**src/rtl/step_tick_gen.sv**
```systemverilog
// Programmable tick source for the step counter: free-running, counted burst, or manual
// single-step ticks, all as single-cycle clk-synchronous pulses.
module step_tick_gen #(
  parameter int unsigned CNT_W = 27
) (
  input  logic             clk,
  input  logic             rst,
  input  logic             enable,
  input  logic             start,
  input  logic             step_req,
  input  logic [CNT_W-1:0] period,
  input  logic [3:0]       burst_len,
  output logic             tick,
  output logic             done,
  output logic             busy,
  output logic [3:0]       remaining
);

  typedef enum logic [1:0] {StIdle, StRun, StBurst} state_e;

  state_e           state_q, state_d;
  logic [CNT_W-1:0] cnt_q, cnt_d;
  logic [3:0]       rem_q, rem_d;
  logic             req_q;
  logic             tick_q, tick_d;
  logic             done_q, done_d;
  logic             busy_q;

  logic             per_zero;
  logic [CNT_W-1:0] per_m1;
  logic             wrap;
  logic             man_edge;

  assign per_zero = (period == '0);
  // period-1 is only meaningful for a non-zero period; force 0 otherwise.
  assign per_m1   = per_zero ? '0 : (period - CNT_W'(1));
  // >= so that a period shrunk mid-interval wraps at once.
  assign wrap     = !per_zero && (cnt_q >= per_m1);
  assign man_edge = step_req & ~req_q;

  always_comb begin
    state_d = state_q;
    cnt_d   = cnt_q;
    rem_d   = rem_q;
    tick_d  = 1'b0;
    done_d  = 1'b0;
    unique case (state_q)
      StIdle: begin
        cnt_d = '0;
        if (start && (burst_len != 4'd0) && !per_zero) begin
          state_d = StBurst;
          rem_d   = burst_len;
        end else if (enable && !per_zero) begin
          state_d = StRun;
        end else if (man_edge) begin
          tick_d = 1'b1;
        end
      end
      StRun: begin
        if (!enable || per_zero) begin
          state_d = StIdle;
          cnt_d   = '0;
        end else if (wrap) begin
          cnt_d  = '0;
          tick_d = 1'b1;
        end else begin
          cnt_d = cnt_q + CNT_W'(1);
        end
      end
      StBurst: begin
        if (per_zero) begin
          state_d = StIdle;
          rem_d   = 4'd0;
          cnt_d   = '0;
        end else if (wrap) begin
          cnt_d  = '0;
          tick_d = 1'b1;
          rem_d  = rem_q - 4'd1;
          if (rem_q == 4'd1) begin
            done_d  = 1'b1;
            state_d = StIdle;
          end
        end else begin
          cnt_d = cnt_q + CNT_W'(1);
        end
      end
      default: begin
        state_d = StIdle;
        cnt_d   = '0;
        rem_d   = 4'd0;
      end
    endcase
  end

  always_ff @(posedge clk or posedge rst) begin
    if (rst) begin
      state_q <= StIdle;
      cnt_q   <= '0;
      rem_q   <= 4'd0;
      req_q   <= 1'b0;
      tick_q  <= 1'b0;
      done_q  <= 1'b0;
      busy_q  <= 1'b0;
    end else begin
      state_q <= state_d;
      cnt_q   <= cnt_d;
      rem_q   <= rem_d;
      req_q   <= step_req;
      tick_q  <= tick_d;
      done_q  <= done_d;
      busy_q  <= (state_d != StIdle);
    end
  end

  assign tick      = tick_q;
  assign done      = done_q;
  assign busy      = busy_q;
  assign remaining = rem_q;

endmodule

```
**config.mk**
```make
export PLATFORM = sky130hd
export DESIGN_NAME = step_tick_gen
export DESIGN_NICKNAME = d
export VERILOG_FILES = /design/src/rtl/step_tick_gen.sv
export SDC_FILE = /design/constraint.sdc
export NUM_CORES = 1
export LEC_CHECK = 0
export BUFFER_PORTS_ARGS = -buffer_cell sky130_fd_sc_hd__buf_2
export CORE_MARGIN = 4
export CORE_UTILIZATION = 32
export DETAILED_ROUTE_END_ITERATION = 10
export PLACE_DENSITY = 0.53
export SLEW_MARGIN = 40
export SYNTH_ARGS = -nofsm -noshare
export SYNTH_HDL_FRONTEND = slang
export SYNTH_SLANG_ARGS = --single-unit
```
**constraint.sdc**
```tcl
create_clock -name clk -period 2.6 [get_ports clk]
set_input_delay 0.39 -clock clk [delete_from_list [all_inputs] [get_ports clk]]
set_output_delay 0.39 -clock clk [all_outputs]
set_load 0.01 [all_outputs]
```
==> Word-level counts from Yosys, hierarchy flattened <==
Cells that the tools add are included.
{ "classes": {"n_bitwise": 3, "reduce_logical": 12, "magnitude_cmp": 1, "eq_ne": 5, "muxes": 27, "addsub": 3} }
{ "op_table": {"columns": ["op", "n"], "rows": [
  ["27-bit two-way mux", 4],
  ["27-bit one-hot mux with 2 select lines", 1],
  ["27-bit by 1-bit adder with 27-bit output, second input constant", 1],
  ["27-bit >= comparator", 1],
  ["27-bit zero test", 1],
  ["27-bit by 1-bit subtractor with 27-bit output, second input constant", 1],
  ["2-bit two-way mux", 6],
  ["4-bit two-way mux", 3],
  ["4-bit one-hot mux with 3 select lines", 1],
  ["1-bit two-way mux", 10],
  ["2-bit one-hot mux with 3 select lines", 1],
  ["4-bit by 1-bit == test with 1-bit output, second input constant", 1],
  ["1-bit logical AND", 4],
  ["4-bit nonzero test", 1],
  ["4-bit by 1-bit subtractor with 4-bit output, second input constant", 1],
  ["3-bit != test, second input constant", 1],
  ["1-bit one-hot mux with 3 select lines", 1],
  ["3-bit AND reduction", 1],
  ["2-bit by 1-bit == test with 1-bit output, second input constant", 1],
  ["2-bit == test, second input constant", 1],
  ["1-bit zero test", 2],
  ["2-bit zero test", 1],
  ["2-bit != test, second input constant", 1],
  ["1-bit NOT", 2],
  ["other kinds (3)", 3]
]} }
{ "word_totals": {"regBits": 37} }

==> Depth between registers and ports, before layout <==
Gate-level depths: netlist (run 1).
{ "depth": {"word_depth": 8, "depth_mapped": 17} }

==> Worst setup path after synthesis (run 1) <==
OpenSTA, ideal clock, no wires.
{ "synth_timing": {"kind": "input to register", "startpoint": "in period[11]", "endpoint": "reg rem_q[0] (netlist: remaining[0])", "stages": 15, "setup_time_ns": 0.121, "n_path_buf": 3, "path_slack_ns": -1.111, "t_arrival_ns": 3.590, "path_cell_list": "or4_4 > nand2b_4 > or3_4 > buf_2 > clkbuf_1 > nand2_1 > ha_1 > a21oi_1 > nor2_1 > a2111oi_0 > a21oi_1 > or2_0 > clkbuf_1 > o21a_1 > o22a_1"} }
{ "synth_via": {"elab_chain_len": 6, "word_cells_on_any_way": 12, "classes_between": "add/sub (1); order compare (1); eq/ne (2); mux (3); reduce/logical (5)"} }
{ "synth_lines": {"columns": ["item", "line_no", "source"], "rows": [
  ["start: declaration", "11", "input logic [CNT_W-1:0] period,"],
  ["27-bit by 1-bit subtractor with 27-bit output or 27-bit zero test (tied branches)", "36, 34", null],
  ["27-bit two-way mux", "36", "assign per_m1 = per_zero ? '0 : (period - CNT_W'(1));"],
  ["27-bit >= comparator", "38", "assign wrap = !per_zero && (cnt_q >= per_m1);"],
  ["1-bit logical AND", "38", null],
  ["3-bit != test (no line)", null, null],
  ["3-bit AND reduction (no line)", null, null],
  ["end signal: assignment", "107", "rem_q <= rem_d;"],
  ["end: declaration", "23", "logic [3:0] rem_q, rem_d;"]
]} }
Several ways; a longest one is shown, not always the timed one.
A chain may end at the register's enable or synchronous reset.

==> Worst setup path after layout (run 1) <==
{ "layout_timing": {"startpoint": "in period[8]", "endpoint": "reg rem_q[2] (netlist: remaining[2])"} }
Same word-level chain as after synthesis.

==> results of run 1 <==
[worst reg2reg max path: cells and delay by family, from the launching register on]
| kind | cells | cell delay, ns |
|---|---|---|
| compound gates | 6 | 1.03 |
| flops | 1 | 0.45 |
| simple gates | 1 | 0.28 |
| buf+inv | 2 | 0.31 |
| fa+ha+maj | 1 | 0.25 |
[state kept, by name (all words and copies together), names as in the netlist]
signal	flops
tick	1
done	1
remaining	4
req_q	1
cnt_q	27
state_q	2
busy	1
[where the power goes]
part / leakage, uW / switching (uW) / internal, uW
sequential: 0.000503 / 77.0 / 635
combinational: 0.00162 / 480 / 423
clock: 0.0000439 / 218 / 185
[per-layer routing]
| layer | wire [um] | track usage [%] | vias to the layer above |
|---|---|---|---|
| met3 | 232 | 2.31 | 11 |
| met2 | 4090 | 26.3 | 48 |
| met5 | 0 | 0 | - |
| met4 | 132 | 4.26 | 0 |
| li1 | - | - | 1531 |
| met1 | 4260 | 21.4 | 1437 |
[how the worst max path moves through the flow]
| stage | from | end | cells past startpoint |
|---|---|---|---|
| 2_1_floorplan | period[8] | remaining[0]$_DFFE_PP0P_ | 15 |
| 3_3_place_gp | period[8] | remaining[2]$_DFFE_PP0P_ | 16 |
| 3_5_place_dp | period[8] | remaining[1]$_DFFE_PP0P_ | 16 |
| 4_1_cts | period[8] | state_q[1]$_DFF_PP0_ | 18 |
| 5_1_grt | period[8] | remaining[2]$_DFFE_PP0P_ | 17 |
| 6_report | period[8] | remaining[2]$_DFFE_PP0P_ | 17 |
[metrics by stage]
step	total power (uW)	area [um2]	instances
2_1_floorplan	1160	3220	366
3_3_place_gp	1450	4040	597
3_5_place_dp	1460	4040	597
4_1_cts	1980	4400	616
5_1_grt	2170	4580	619
6_report	2020	4580	619
[what timing repair did]
action                                 CTS  global route
setup endpoints to repair               36            36
setup buffers                            9             4
endpoints found under the hold margin    0             0
resized for setup                       41            40
gates cloned                             2             1
pin swaps                               20            14
[cell families after synthesis]
kind of cell,synth area share (%)
simple gates,28.3
flops,30.0
compound gates,11.3
fa+ha+maj,14.6
buf+inv,2.55
xor+xnor,13.3
[layout by cell type, fill, tap and decap left out, types with 3 or more instances in the layout]
cell type / instances
buf_4: 71
nand2_1: 49
buf_2: 40
dfrtp_1: 37
ha_1: 30
xor2_1: 29
nor2_1: 29
xnor2_1: 17
nor2_2: 15
nand3_1: 13
inv_1: 11
a21oi_1: 9
nor2_4: 8
buf_6: 8
and3_1: 7
nand4_1: 7
ha_4: 6
and4_1: 5
a21oi_2: 5
nor3_1: 5
clkbuf_8: 5
nand2b_1: 4
o21ai_0: 4
nand2_4: 4
a211oi_1: 3
nand2_2: 3
o21a_1: 3
nor4_2: 3
or3_4: 3
nor3_2: 3
and2_1: 3
buf_8: 3
[layout make-up]
| cell class | instances | area [um2] |
|---|---|---|
| Timing Repair Buffer | 124 | 913 |
| Inverter | 11 | 41.3 |
| Multi-Input combinational cell | 310 | 2450 |
| Fill cell | 886 | 4750 |
| Clock inverter | 3 | 17.5 |
| Tap cell | 129 | 161 |
| Clock buffer | 5 | 68.8 |
| Sequential cell | 37 | 926 |
==> results.md, run 1 <==
- Synth Flop Type: dfrtp_1
- Post-synth top area cell: dfrtp_1
- Worst Setup Slack, final: -0.886 ns
- Bufs and invs on worst path: 2
- Worst r2r dst: remaining[0]$_DFFE_PP0P_
- Worst skew pair latency: 0.29 ns
- VDD IR max: 0.238 mV
- Least-Margin Pin Slew: 0.489 ns
- CP Launch Type: input port
- Post-CTS Hold Fix Bufs: 0
- Post-DRT Antenna Nets: 0
- Vias: 3027
- Post-DP HPWL: 6530 um
- Synth area leaders: dfrtp_1, ha_1, xor2_1
- Count leader, synth: nand2_1
- Crit path kind: in2reg
- Total iterations of the first detailed-routing run: 4
- Nets: 561
- Gpl congestion: 0.824
- Core Box Area: 0.00933 mm2
- Grt ovf: 0
- Layout cells sized above 1: 40.8%
- Failing checks: setup timing
- Maximum number of pins on one net before global-route repair: 38
- Inserted Clock Buffers: 5
- Worst r2r src: cnt_q[8]$_DFF_PP0_
- Avg Inst Size Synth: 8.44 um2
- FF+latch count, synth: 37
- Yosys warning count: 0
- Global-route wire length before repair: 14700 um
- Via density per instance: 4.89
- Final Hold Viols: 0
- Synthesized area: 0.00309 mm2
- Synth cell types: 51
- Area Overhead vs Synth: 48.3%
- Initial antenna violation count: 0
- Port Buffer Count: 42
- Clk buf depth: 2
- Reg2Reg Depth: 10
- Vias in the first global route: 3050
- Synth top area share: 30.0%
- RSZ-0062 raised after global routing: yes
- F_max: 287 MHz
- Root Buffer: clkbuf_8
- DIE AREA: 0.0113 mm2
- Setup Slack @ Placement: -1.45 ns
- WP data arrival: 3.71 ns
- Routed wire per std cell: 14.1 um
- Ant. Diodes: 0
- CP Cell Sequence: buf_6 > or4_4 > nand2b_4 > nor2_4 > nand2_4 > nor2_2 > xor2_1 > nand2_1 > ha_4 > nand4_1 > nor4_4 > o2111ai_2 > a21oi_2 > buf_4 > or2_4 > o21a_1 > a2bb2oi_1
- CP top delay family: simple AND/OR/NAND/NOR gates
- Reg2reg setup slack: 0.19 ns
- Final Util: 49.1%
- Critical path capture point type: register
- Setup violators final: 36
- Top cells by count, synth: nand2_1, nor2_1, dfrtp_1, ha_1, xor2_1
- Crit path max-delay cell type: or4_4
- Setup TNS Final: -30.00 ns
- Site Rows: 35
- Worst Path Max Fanout: 6
- I/O Pins: 43
- Power Density: 441 mW/mm2
- Worst Path Required: 2.82 ns
- Max-cap violations: 0
- Status: complete, but fails checks
- Clock-pin slew on the worst setup and hold paths: 0.08 ns
- DR iter-0 viols: 86
- CTS tree: done
- Slew Limit Fails: 0
- Fin crit share: 134%
- Static Leak: 0.00217 uW
- Slowest Stage Delay on Critical Path: 0.55 ns
- Hold WC Path Type: in2async
- DIE HEIGHT: 106 um
- Initial Util: 33.1%
- Die X: 106 um
- CTS sink cnt: 37
- Overall routing resource usage: 15.8%
- # DRC: 0
- H-tree Lvls: 2
- Post-synthesis async set-or-reset flop share: 100%
- Number of synthesized flops with an enable pin: 0
- Clk_skew: 0.00698 ns
- Final WL: 8710 um
- Post-Syn Instances: 366
- Post-synthesis sequential area ratio: 30.0%
- Normalized max-slew margin: 67.4%
- Tmin final: 3.49 ns
- Syn Nets: 438
- Worst hold slack: 0.200 ns
Power figures use the tool's default switching activity.
==> run 2: changes to the inputs <==
RECOVER_POWER = 25   (was not set)
TNS_END_PERCENT = 50   (was not set)
==> run 2 against run 1 <==
Compared with the run above:
- the run still ends with setup timing left
- combinational power grew 3.1%
- global-route usage is 0.15 points higher
- clock skew is 0.0021 ns higher
- first-iteration DRC count fell by 52%
- worst setup slack better by 0.038 ns
- fmax up 1.1%
- critical endpoint is now remaining[0]$_DFFE_PP0P_
- highest routed layer unchanged
==> results.md, run 2 (synthesis results as in run 1) <==
- Most common cell after layout, fill and taps aside: buf_4
- Critical path capture point type: register
- Normalized max-slew margin: 35.0% (-32 points)
- Clk buf depth: 2 (unchanged)
- VDD IR max: 0.437 mV (+84%)
- Fin cells: 622 (+0.48%)
- Final WL: 9140 um (+4.9%)
- Ant. Diodes: 0 (unchanged)
- Least-Margin Pin Slew: 0.975 ns (+0.486 ns)
- Worst Path Required: 2.79 ns (-0.03 ns)
- Reg2Reg Depth: 9 (-1)
- Commonest non-fill, non-tap cells in the layout: buf_4, nand2_1, nor2_1, buf_2, dfrtp_1
- Final Util: 48.6% (-0.46 points)
- # DRC: 0 (unchanged)
- Post-CTS Hold Fix Bufs: 0 (unchanged)
- Maximum number of pins on one net before global-route repair: 38 (unchanged)
- DR iter-0 viols: 41 (-52%)
- Overall routing resource usage: 16.0% (+0.15 points)
- Setup TNS Final: -28.66 ns (+1.34 ns)
- F_max: 290 MHz (+1.1%)
- Fin crit share: 133% (-1.5 points)
- Failing checks: setup timing
- Critical path depth: 15 (-2)
- DIE HEIGHT: 106 um (unchanged)
- Max reg flops: 27 (unchanged)
- Root Buffer: clkbuf_8
- Worst skew pair latency: 0.30 ns (about the same)
- Static Leak: 0.00219 uW (+1.2%)
- RSZ-0062 raised after global routing: yes
- Slowest Stage Delay on Critical Path: 0.54 ns (about the same)
- Placed instance count: 599 (+0.34%)
- Area Overhead vs Synth: 46.9%
- Number of fill cells: 898 (+1.4%)
- H-tree Lvls: 2 (unchanged)
- Cell mode on critical path: buf_4
- WP data arrival: 3.64 ns (-0.07 ns)
- Crit path max-delay cell type: or4_4
- Initial antenna violation count: 0 (unchanged)
- Worst hold slack: 0.209 ns (+0.00903 ns)
- Nets: 564 (+0.53%)
- Power Density: 464 mW/mm2 (+5.3%)
- Initial Util: 33.1% (unchanged)
- Clock-pin slew on the worst setup and hold paths: 0.08 ns (about the same)
- CP top delay family: simple AND/OR/NAND/NOR gates
- Final Hold Viols: 0 (unchanged)
- Worst Setup Slack, final: -0.849 ns (+0.0378 ns)
- Inserted Clock Buffers: 5 (unchanged)
- Pwr Total: 2110 uW (+4.4%)
- Core Box Area: 0.00933 mm2 (unchanged)
- I/O Pins: 43 (unchanged)
- Register Area: 926 um2 (unchanged)
- Setup violators final: 36 (unchanged)
- Global-route wire length before repair: 14700 um (+0.33%)
- Tmin final: 3.45 ns (-0.0378 ns)
- CP Launch Type: input port
- Bufs and invs on worst path: 3 (+1)
- Post-DRT Antenna Nets: 0 (unchanged)
- Biggest register: cnt_q
- Worst Path Max Fanout: 5 (-1)
- Site Rows: 35 (unchanged)
- CP Cell Sequence: buf_6 > or4_4 > buf_4 > or3_1 > o31a_1 > o21ai_1 > ha_1 > nand2_1 > nor4_2 > buf_4 > a221oi_2 > o21ai_2 > or2_4 > o21a_1 > o22a_1
- Routed wire per std cell: 14.7 um (+4.4%)
- Max-cap violations: 0 (unchanged)
- Crit path kind: in2reg
- Post-DP HPWL: 6610 um (+1.2%)
- Layout cells sized above 1: 38.1% (-2.7 points)
- Total iterations of the first detailed-routing run: 5 (+1)
- DIE AREA: 0.0113 mm2 (unchanged)
- Hold path depth: 1
- Vias: 3042 (+0.50%)
- Grt ovf: 0 (unchanged)
- Clk_skew: 0.00909 ns (+0.00211 ns)
- Slew Limit Fails: 0 (unchanged)
- Gpl congestion: 0.861 (+4.6%)
- Vias in the first global route: 3091 (+1.3%)
- Hold WC Path Type: in2reg
- CTS tree: done
- Status: complete, but fails checks
- Via density per instance: 4.89 (about the same)
- Port Buffer Count: 42 (unchanged)
- Die X: 106 um (unchanged)
- CTS sink cnt: 37 (unchanged)
- Area of the multi-input gates: 0.00240 mm2 (-2.2%)
run 2: cell types whose count changed in the layout (fill, tap and decap cells not counted), sizes merged:
cell	delta
buf	+2
clkbuf	+3
clkinv	-1
clkinvlp	-1
run 2: path summary, 6_finish.rpt:
path | start | end | slack (ns)
max | period[8] | remaining[0]$_DFFE_PP0P_ | -0.85
min | step_req | req_q$_DFF_PP0_ | 0.21
max reg2reg | cnt_q[9]$_DFF_PP0_ | remaining[0]$_DFFE_PP0P_ | 0.26
min reg2reg | req_q$_DFF_PP0_ | tick$_DFF_PP0_ | 0.55
max in group asynchronous | rst | cnt_q[19]$_DFF_PP0_ | 1.61
min in group asynchronous | rst | cnt_q[3]$_DFF_PP0_ | 0.38
run 2: layout make-up:
type                       count  share of cell area, %
clock buffer                   7                   2.12
sequential                    37                   20.4
multi-input combinational    310                   52.8
tap                          129                   3.56
timing repair buffer         127                   20.0
clock inverter                 1                  0.110
inverter                      11                  0.910
run 2: power by group:
| part | internal, uW | total [uW] | switching (uW) |
|---|---|---|---|
| logic | 444 | 932 | 488 |
| registers | 635 | 707 | 72.3 |
| clock network | 240 | 468 | 228 |
| total | 1320 | 2110 | 788 |
run 2: what timing repair did:
item,in CTS,in global routing
setup buffers,6,7
resized for setup,24,24
pin swaps,11,27
endpoints found under the setup margin,36,36
hold endpoints to repair,0,0
cloned,1,2
run 2: per-layer routing:
metal / global-route usage (%) / vias up / part of all wire (%)
met2: 26.2 / 46 / 50
met3: 2.79 / 12 / 2.4
met4: 4.07 / 0 / 1.6
met1: 21.7 / 1451 / 46
li1: - / 1533 / -
met5: 0 / - / 0
run 2: through the flow:
stage,instance area (um2),worst slack [ns]
after floorplan,3220,-0.936
after global placement,4070,-1.21
after detailed placement,4070,-1.36
after CTS,4330,-0.763
after global routing,4540,-1.02
final,4540,-0.849
==> run 3: changes to the inputs <==
CORE_UTILIZATION = 42   (was 32)
CTS_CLUSTER_DIAMETER = 80   (was not set)
PLACE_DENSITY = 0.64   (was 0.53)
==> run 3 against run 2 <==
Compared with the run above:
- the run ends with capacitance limit, slew limit, setup timing left
- hold slack improved by 0.00057 ns
- register-to-register slack got worse by 0.04 ns
- first-iteration DRC count increased to 2.8 times the previous value
- critical path depth increased by 3
- total power decreased by 7.1%
- fmax decreased by 3.1%
- cell area decreased by 1.7%
- sequential share of layout area increased by 0.35 points
- routed wire length decreased by 5.3%
- largest cell class unchanged
==> results.md, run 3 (synthesis results as in run 1) <==
- Status: complete, but fails checks
- Failing checks: capacitance limit, slew limit, setup timing
- Grt ovf: 0 (unchanged)
- Global-route wire length before repair: 13800 um (-6.1%)
- Clk_skew: 0.00520 ns (-0.00389 ns)
- Worst hold slack: 0.210 ns (+0.000568 ns)
- Biggest register: cnt_q
- Gpl congestion: 0.855 (-0.72%)
- CP Launch Type: input port
- Initial antenna violation count: 0 (unchanged)
- Clk buf depth: 2 (unchanged)
- Nets: 561 (-0.53%)
- F_max: 281 MHz (-3.1%)
- Worst Path Required: 2.79 ns (about the same)
- Site Rows: 30 (-14%)
- # DRC: 0 (unchanged)
- CP startpoint: period[8]
- Worst r2r src: cnt_q[24]$_DFF_PP0_
- Area Overhead vs Synth: 44.4%
- Reg2reg setup slack: 0.22 ns (-0.04 ns)
- Critical path capture point type: register
- Final Util: 63.9% (+15 points)
- Most common cell after layout, fill and taps aside: buf_4
- Hold WC Path Type: in2reg
- Vias in the first global route: 3001 (-2.9%)
- Max-cap violations: 1 (+1)
- Die X: 93.7 um (-12%)
- DIE HEIGHT: 93.7 um (-12%)
- Worst skew pair latency: 0.30 ns (about the same)
- Commonest non-fill, non-tap cells in the layout: buf_4, nand2_1, nor2_1, buf_2, dfrtp_1
- Root Buffer: clkbuf_8
- Final Hold Viols: 0 (unchanged)
- Post-DP HPWL: 6380 um (-3.5%)
- Tmin final: 3.56 ns (+0.110 ns)
- CTS sink cnt: 37 (unchanged)
- VDD IR max: 0.434 mV (-0.89%)
- RSZ-0062 raised after global routing: yes
- Ant. Diodes: 0 (unchanged)
- I/O Pins: 43 (unchanged)
- WP data arrival: 3.74 ns (+0.10 ns)
- DIE AREA: 0.00879 mm2 (-22%)
- Maximum number of pins on one net before global-route repair: 38 (unchanged)
- Max reg flops: 27 (unchanged)
- CTS tree: done
- Port Buffer Count: 42 (unchanged)
- DR iter-0 viols: 115 (+180%)
- H-tree Lvls: 2 (unchanged)
- Slew Limit Fails: 38 (+38)
- Static Leak: 0.00216 uW (-1.7%)
- Inserted Clock Buffers: 5 (unchanged)
- Fin crit share: 137% (+4.2 points)
- Overall routing resource usage: 19.5% (+3.5 points)
- Via density per instance: 5.30 (+8.4%)
- Worst Path Max Fanout: 9 (+4)
- Setup violators final: 36 (unchanged)
- Vias: 3108 (+2.2%)
- Initial Util: 44.2% (+11 points)
- Post-DRT Antenna Nets: 0 (unchanged)
- Crit path kind: in2reg
- Power Density: 439 mW/mm2 (-5.5%)
- Worst Setup Slack, final: -0.959 ns (-0.110 ns)
- Layout cells sized above 1: 36.1% (-2.0 points)
- Final WL: 8660 um (-5.3%)
- Normalized max-slew margin: -37.7% (-73 points)
- Worst Hold Launch: step_req
- Routed wire per std cell: 14.8 um (+0.50%)
- Total iterations of the first detailed-routing run: 4 (-1)
- Least-Margin Pin Slew: 2.07 ns (+1.09 ns)
- Core Box Area: 0.00698 mm2 (-25%)
- Clock-pin slew on the worst setup and hold paths: 0.07 ns (about the same)
==> run 3: changes by cell type in the layout (fill, tap and decap cells not counted), sizes merged <==
cell and delta:
buf -3, clkbuf +1, clkinv -1
==> run 3: critical path, stage by stage <==
cell,delay [ns]
buf_6,0.09
or4_4,0.55
nand2b_4,0.21
nor2_4,0.15
nand2_4,0.10
nor3_4,0.12
xor2_1,0.20
nand2_1,0.12
ha_4,0.28
nand4_1,0.19
nor4_4,0.41
o2111ai_2,0.20
a21oi_2,0.21
buf_4,0.15
nor2_2,0.04
nand3_4,0.10
clkbuf_16,0.18
nor2_1,0.04
==> run 3: repair_timing <==
item                       4_1_cts  5_1_grt
setup endpoints to repair       36       36
hold buffers                     0        0
gates resized for setup         29       28
buffers inserted                 9        6
pin swaps                       16       21
gates cloned                     2        1
==> run 3: final cells by class <==
class | count | area (um2)
well taps | 96 | 120
flip-flops and latches | 37 | 926
inverters | 11 | 41.3
repair buffers | 124 | 908
fillers | 606 | 2520
clock buffers | 8 | 80.1
multi-input cells | 310 | 2380
==> run 3: path summary, 6_finish.rpt <==
check	endpoint	cells after the start
max	cnt_q[24]$_DFF_PP0_	18
min	req_q$_DFF_PP0_	1
max reg2reg	remaining[0]$_DFFE_PP0P_	9
min reg2reg	cnt_q[0]$_DFF_PP0_	1
max in group asynchronous	cnt_q[23]$_DFF_PP0_	3
min in group asynchronous	cnt_q[4]$_DFF_PP0_	3
==> run 3: report_power, final <==
group | switching [uW] | internal [uW] | total, uW | leakage [uW]
sequential | 73.4 | 635 | 709 | 0.000503
clock | 213 | 191 | 404 | 0.0000395
combinational | 443 | 402 | 844 | 0.00161
==> run 3: routing by layer <==
metal | up-vias | GRT usage [%] | part of all wire, %
met5 | - | 0 | 0
met4 | 0 | 5.42 | 1.9
met3 | 18 | 3.37 | 4.0
met2 | 72 | 31.9 | 48
met1 | 1489 | 26.2 | 46
li1 | 1529 | - | -
==> run 3: stage by stage <==
step	total power [uW]	TNS, ns	setup slack (ns)	instance area (um2)	instances
after floorplan	1160	-24.97	-0.936	3220	366
after global placement	1420	-48.36	-1.44	3970	560
after detailed placement	1440	-46.86	-1.42	3970	560
after CTS	1860	-27.04	-0.774	4260	579
after global routing	2080	-37.28	-1.06	4460	586
final	1960	-33.49	-0.959	4460	586
